[src/rtl/cva5_types.sv]
// ============================================================================
// Package : cva5_types
// Shared types for the data-cache Wishbone bridge: posted-write entry, FSM state.
// Rev 1.0 : initial release
// ============================================================================
`default_nettype none

package cva5_types;

    typedef struct packed {
        logic [29:0] addr;
        logic [31:0] data;
        logic [3:0]  be;
    } wb_wbuf_entry_t;

    typedef enum logic [1:0] {
        IDLE  = 2'd0,
        WRITE = 2'd1,
        READ  = 2'd2
    } bridge_state_t;

endpackage

`default_nettype wire

[src/rtl/cva5_fifo.sv]
// ============================================================================
// Module : cva5_fifo
// Synchronous FIFO with registered full/empty flags and an occupancy count.
// Rev 1.0 : initial release
// ============================================================================
`default_nettype none

module cva5_fifo #(
    parameter type DATA_TYPE  = logic,
    parameter int  FIFO_DEPTH = 4
) (
    input  logic                          clk,
    input  logic                          rst,
    input  logic                          i_push,
    input  logic                          i_pop,
    input  DATA_TYPE                      i_data,
    output DATA_TYPE                      o_data,
    output logic                          o_full,
    output logic                          o_empty,
    output logic [$clog2(FIFO_DEPTH):0]   o_count
);
    localparam int c_AW = $clog2(FIFO_DEPTH);

    DATA_TYPE          r_mem [FIFO_DEPTH];
    logic [c_AW-1:0]   r_wptr;
    logic [c_AW-1:0]   r_rptr;
    logic [c_AW:0]     r_count;
    logic [c_AW:0]     w_count_next;
    logic              r_full;
    logic              r_empty;

    assign w_count_next = r_count + (c_AW+1)'(i_push) - (c_AW+1)'(i_pop);

    always_ff @(posedge clk) begin
        if (rst) begin
            r_wptr  <= '0;
            r_rptr  <= '0;
            r_count <= '0;
            r_full  <= 1'b0;
            r_empty <= 1'b1;
        end else begin
            if (i_push) r_wptr <= r_wptr + 1'b1;
            if (i_pop)  r_rptr <= r_rptr + 1'b1;
            r_count <= w_count_next;
            r_full  <= (w_count_next == (c_AW+1)'(FIFO_DEPTH));
            r_empty <= (w_count_next == '0);
        end
    end

    always_ff @(posedge clk) begin
        if (i_push) r_mem[r_wptr] <= i_data;
    end

    assign o_data  = r_mem[r_rptr];
    assign o_full  = r_full;
    assign o_empty = r_empty;
    assign o_count = r_count;

endmodule

`default_nettype wire

[src/rtl/dcache_wb_bridge.sv]
// ============================================================================
// Module : dcache_wb_bridge
// L1 data-cache memory port to Wishbone classic master with posted writes.
// Optional bus watchdog: define DCACHE_WB_BRIDGE_TIMEOUT_EN.
// Rev 1.0 : initial release
// ============================================================================
`default_nettype none

module dcache_wb_bridge
    import cva5_types::*;
#(
    parameter int WBUF_DEPTH     = 4,
    parameter int TIMEOUT_CYCLES = 1024
) (
    input  logic        clk,
    input  logic        rst,
    input  logic        request,
    output logic        ack,
    input  logic [29:0] addr,
    input  logic        rnw,
    input  logic [4:0]  rlen,
    input  logic [31:0] wdata,
    input  logic [3:0]  wbe,
    output logic        rvalid,
    output logic [31:0] rdata,
    output logic        write_outstanding,
    output logic        bus_error,
    output logic        wb_cyc_o,
    output logic        wb_stb_o,
    output logic        wb_we_o,
    output logic [29:0] wb_adr_o,
    output logic [31:0] wb_dat_o,
    output logic [3:0]  wb_sel_o,
    input  logic        wb_ack_i,
    input  logic        wb_err_i,
    input  logic [31:0] wb_dat_i
);
    localparam int c_CW = $clog2(WBUF_DEPTH) + 1;

    bridge_state_t   r_state, w_state_next;
    logic [29:0]     r_base;
    logic [4:0]      r_rlen, r_beat;
    logic            r_rvalid, r_bus_error;
    logic [31:0]     r_rdata;
    wb_wbuf_entry_t  w_push_entry, w_head;
    logic            w_full, w_empty;
    logic [c_CW-1:0] w_count;
    logic            w_wr_ready, w_rd_ready, w_accept_wr, w_accept_rd;
    logic            w_cyc, w_term, w_timeout, w_forced, w_pop, w_more;

    assign w_wr_ready  = ~w_full & (r_state != READ);
    assign w_rd_ready  = w_empty & (r_state == IDLE);
    assign ack         = request & (rnw ? w_rd_ready : w_wr_ready);
    assign w_accept_wr = request & ~rnw & w_wr_ready;
    assign w_accept_rd = request &  rnw & w_rd_ready;

    assign w_cyc    = (r_state != IDLE);
    assign w_term   = w_cyc & (wb_ack_i | wb_err_i | w_timeout);
    assign w_forced = w_timeout & ~wb_ack_i & ~wb_err_i;
    assign w_pop    = (r_state == WRITE) & w_term;
    // Stay on the bus if the popped entry was not the last, including a same-cycle push.
    assign w_more   = (w_count > c_CW'(1)) | w_accept_wr;

    assign w_push_entry = '{addr: addr, data: wdata, be: wbe};

    cva5_fifo #(
        .DATA_TYPE  (wb_wbuf_entry_t),
        .FIFO_DEPTH (WBUF_DEPTH)
    ) u_wbuf (
        .clk     (clk),
        .rst     (rst),
        .i_push  (w_accept_wr),
        .i_pop   (w_pop),
        .i_data  (w_push_entry),
        .o_data  (w_head),
        .o_full  (w_full),
        .o_empty (w_empty),
        .o_count (w_count)
    );

`ifdef DCACHE_WB_BRIDGE_TIMEOUT_EN
    localparam int c_TW = $clog2(TIMEOUT_CYCLES) + 1;
    logic [c_TW-1:0] r_tmo_cnt;

    always_ff @(posedge clk) begin
        if (rst || !w_cyc || w_term) r_tmo_cnt <= '0;
        else                         r_tmo_cnt <= r_tmo_cnt + 1'b1;
    end

    assign w_timeout = w_cyc & (r_tmo_cnt == c_TW'(TIMEOUT_CYCLES - 1));
`else
    // No watchdog in this build: a non-negative limit never fires.
    assign w_timeout = (TIMEOUT_CYCLES < 0);
`endif

    always_comb begin
        w_state_next = r_state;
        wb_cyc_o     = 1'b0;
        wb_stb_o     = 1'b0;
        wb_we_o      = 1'b0;
        wb_adr_o     = '0;
        wb_dat_o     = '0;
        wb_sel_o     = '0;
        unique case (r_state)
            IDLE: begin
                if (!w_empty)         w_state_next = WRITE;
                else if (w_accept_rd) w_state_next = READ;
            end
            WRITE: begin
                wb_cyc_o = 1'b1;
                wb_stb_o = 1'b1;
                wb_we_o  = 1'b1;
                wb_adr_o = w_head.addr;
                wb_dat_o = w_head.data;
                wb_sel_o = w_head.be;
                if (w_term && !w_more) w_state_next = IDLE;
            end
            READ: begin
                wb_cyc_o = 1'b1;
                wb_stb_o = 1'b1;
                wb_sel_o = 4'hF;
                wb_adr_o = r_base + {25'b0, r_beat};
                if (w_term && (r_beat == r_rlen)) w_state_next = IDLE;
            end
            default: w_state_next = IDLE;
        endcase
    end

    always_ff @(posedge clk) begin
        if (rst) begin
            r_state     <= IDLE;
            r_base      <= '0;
            r_rlen      <= '0;
            r_beat      <= '0;
            r_rvalid    <= 1'b0;
            r_rdata     <= '0;
            r_bus_error <= 1'b0;
        end else begin
            r_state  <= w_state_next;
            r_rvalid <= 1'b0;
            if (w_accept_rd) begin
                r_base <= addr;
                r_rlen <= rlen;
                r_beat <= '0;
            end
            if ((r_state == READ) && w_term) begin
                r_beat   <= r_beat + 1'b1;
                r_rvalid <= 1'b1;
                r_rdata  <= w_forced ? 32'hDEADBEEF : wb_dat_i;
            end
            if (w_term && (wb_err_i || w_forced)) r_bus_error <= 1'b1;
        end
    end

    assign rvalid            = r_rvalid;
    assign rdata             = r_rdata;
    assign bus_error         = r_bus_error;
    assign write_outstanding = ~w_empty | (r_state == WRITE);

endmodule

`default_nettype wire

[config.mk]
export PLATFORM = sky130hd
export DESIGN_NAME = dcache_wb_bridge
export DESIGN_NICKNAME = d
export VERILOG_FILES = /design/src/rtl/cva5_types.sv /design/src/rtl/cva5_fifo.sv /design/src/rtl/dcache_wb_bridge.sv
export SDC_FILE = /design/constraint.sdc
export NUM_CORES = 1
export LEC_CHECK = 0
export ABC_AREA = 1
export ABC_CLOCK_PERIOD_IN_PS = 13000
export BUFFER_PORTS_ARGS = -buffer_cell sky130_fd_sc_hd__buf_2
export CELL_PAD_IN_SITES_DETAIL_PLACEMENT = 0
export CELL_PAD_IN_SITES_GLOBAL_PLACEMENT = 1
export CORE_MARGIN = 3
export CORE_UTILIZATION = 45
export DETAILED_ROUTE_END_ITERATION = 8
export PLACE_DENSITY = 0.81
export SLEW_MARGIN = 5
export SYNTH_ARGS = -nofsm -noshare
export SYNTH_HDL_FRONTEND = slang
export SYNTH_SLANG_ARGS = --single-unit
[constraint.sdc]
create_clock -name clk -period 13 [get_ports clk]
set_input_delay 2.6 -clock clk [delete_from_list [all_inputs] [get_ports clk]]
set_output_delay 2.6 -clock clk [all_outputs]
set_load 0.005 [all_outputs]
==> reports/metrics.cfg <==
[global_route]
grt_max_degree=69
grt_use_total_pct=20.5
grt_util_met3_pct=4.11
antenna_found_initial=5
grt_remaining_overflow=0
grt_pass1_wl_um=57900
grtUsageMet2_pct=34.6
grtUsageMet1_pct=27.4
grt.busiest_layer=met2
grt_pass1_vias=10800

[power]
share_comb_of_total_power_pct=15.5
pwr-share-seq_pct=48.7
finalPower_w=0.00276
p_leak_nw=6.70
swShare_pct=27.5
clockPowerShare_pct=35.8
power.switching_w=0.000759
power.internal_w=0.00200
pwr_density_cell_nw_per_um2=159
vdd_drop_max_v=0.000163

[synth]
netlist_area_um2=14800
synth_seq_cells=351
synthAdderAreaFrac_pct=1.62
yosys.cell_types.count=32
avgSynthCellArea_um2=10.0
synth_ff_type=edfxtp_1
synth_seq_area_share_pct=65.2
synthSimpleGateAreaFrac_pct=17.1
synth-compound-area-share_pct=11.6
synth-edff-count=264
synth_nets=1605
synthXorXnorAreaFrac_pct=0.0591
synth_top_family_by_area=simple AND/OR/NAND/NOR gates
syn_inst=1478
synth-async-reset-ratio_pct=0
muxShareOfSynthArea_pct=0
synth_warnings=0

[final_layout]
design_area_um2=17400
final_common_cell=nor2_1
fin_nets=1792
layout_common_cells=nor2_1 (322), edfxtp_1 (264), buf_2 (213)
area_growth_pct=17.0
drive_above_1_share_pct=18.4
stdcell_count=2131

[routing]
via_count=11200
drc_errors=0
post_drt_via_cell_ratio=5.24
drtIter0Drc=836
drtAntennaViolNets=0
wl_per_cell_um=17.3
wl_um=36900
first_pass_iters=5

[timing]
rsz0062_at_grt=false
setup_tns_ns=0
fin_skew_ns=0.00966
slew_headroom_pct=29.5
holdWs_ns=0.467
finalSetupViolCount=0
worst_slew_pin_slew_ns=1.06
slew_viol_final=0
timing.final.crit_share_pct=48.2
period_needed_ns=6.27
hold_violations=0
timing.fmax_ghz=0.159

[critical_path]
rr_startpoint=r_state[0]
crit_type=reg2out
start_kind=flop
worstSetupEndpointType=output pin
r2r-end=u_wbuf.r_mem[2][50]
required_ns=10.40
arrival_ns=3.67
reg2reg_slack_ns=9.56
critPathMaxFanout=67
worst_r2r_path_depth=7

[placed_design]
dpl.cell_count=2060
gp_congestion=0.842
place_hpwl_um=22400
place_area_um2=16200
place.port_buffers=213

[clock_tree]
clock_sinks=351
cts_root_buffer=clkbuf_16
cts_resized=0
cts_tree=yes
cts_buffers=38
hold_buffers=0
htreeDepth=2
cts_buffer_depth=3
cts_setup_buffers=0
worstSkewPairLatency_ns=0.51
path_clk_slew_ns=0.06

[die]
ios=214
core_area_um2=32000
initial_utilization_pct=46.3
fp.dieW_um=188
dieArea_um2=35200
row_count=65
die_h_um=188

[hold_path]
hold_end=r_rlen[0]
hold_path_depth=2
hold_class=reg2reg
min-delay-start=r_rlen[0]

[status]
status=complete, no violations

[flow_run]
cap_violations=0

## worst max path at each step
stage | to | slack [ns] | cells after the start
after floorplan | u_wbuf.r_mem[0][0] | 6.77 | 4
after global placement | ack | 6.82 | 5
after detailed placement | ack | 6.78 | 5
after CTS | wb_adr_o[11] | 6.68 | 7
after global routing | wb_adr_o[8] | 6.39 | 7
final | wb_adr_o[11] | 6.73 | 7
## routing by layer
layer / up-vias / wire (µm) / part of all wire [%]
met5: - / 21 / 0.057
met4: 4 / 778 / 2.1
met3: 55 / 2460 / 6.7
met2: 355 / 17500 / 47
met1: 5285 / 16200 / 44
li1: 5458 / - / -
## power groups by stage
stage                     Clock (W)  Combinational (W)  Sequential, W
after floorplan                   0           0.000272        0.00135
after global placement            0           0.000425        0.00136
after detailed placement          0           0.000432        0.00137
after CTS                   0.00100           0.000434        0.00134
after global routing        0.00106           0.000483        0.00135
final                      0.000988           0.000429        0.00134
## cells in the mapped netlist (3+ instances only)
cell,instances,area share [%]
a21o_1,4,0.20
inv_1,66,1.7
clkbuf_2,3,0.10
edfxtp_1,264,53
nand2_2,4,0.17
ha_1,16,1.3
o21ai_0,194,6.5
nand2_1,182,4.6
buf_1,3,0.076
nand4_1,11,0.46
inv_2,4,0.10
or2_2,6,0.25
nor2_1,326,8.3
dfxtp_1,87,12
o22ai_1,27,1.1
nor2_2,6,0.25
clkbuf_1,40,1.0
buf_2,24,0.81
and2_1,3,0.13
a21oi_1,97,3.3
buf_4,8,0.40
nand3_1,86,2.9
## cells by family (layout without fill, tap and decap cells)
kind of cell | count (synthesis) | in the layout
xor gates and xnor gates | 1 | 1
adders and majority gates | 18 | 18
buffers and inverters | 153 | 368
DFF | 351 | 351
AOI/OAI and AO/OA | 329 | 329
and+or+nand+nor | 626 | 626
other | 0 | 3
## critical path, stage by stage (launching register included)
cell,delay [ns]
dfxtp_4,0.81
clkinv_2,0.94
buf_4,0.63
nand2_1,0.13
nand3_1,0.08
nand3_1,0.16
a21oi_1,0.14
buf_2,0.17
## cell type report
class / count / area (µm²)
sequential: 351 / 9670
multi-input combinational: 974 / 4540
clock inverter: 16 / 80.1
fill: 2946 / 14700
timing repair buffer: 228 / 1180
clock buffer: 52 / 1060
tap: 435 / 544
inverter: 72 / 272
antenna: 3 / 7.51
## flip-flops by register name, indices dropped and copies added, names as in the netlist, named ones only
signal and flops:
rdata 32, u_wbuf.o_full 1, u_wbuf.r_rptr 2, r_rlen 5
rvalid 1, r_state 2, bus_error 1, r_beat 5
u_wbuf.o_empty 1, u_wbuf.r_mem 264, r_base 30, u_wbuf.r_wptr 2
u_wbuf.o_count 3
## per-stage QoR
step | utilization (%) | worst slack (ns)
finish | 54.1 | 6.73
global route | 54.1 | 6.39
CTS | 54.1 | 6.68
detailed placement | 50.6 | 6.78
global placement | 50.6 | 6.82
floorplan | - | 6.77
Note: power is estimated with default switching activity, not from simulation.
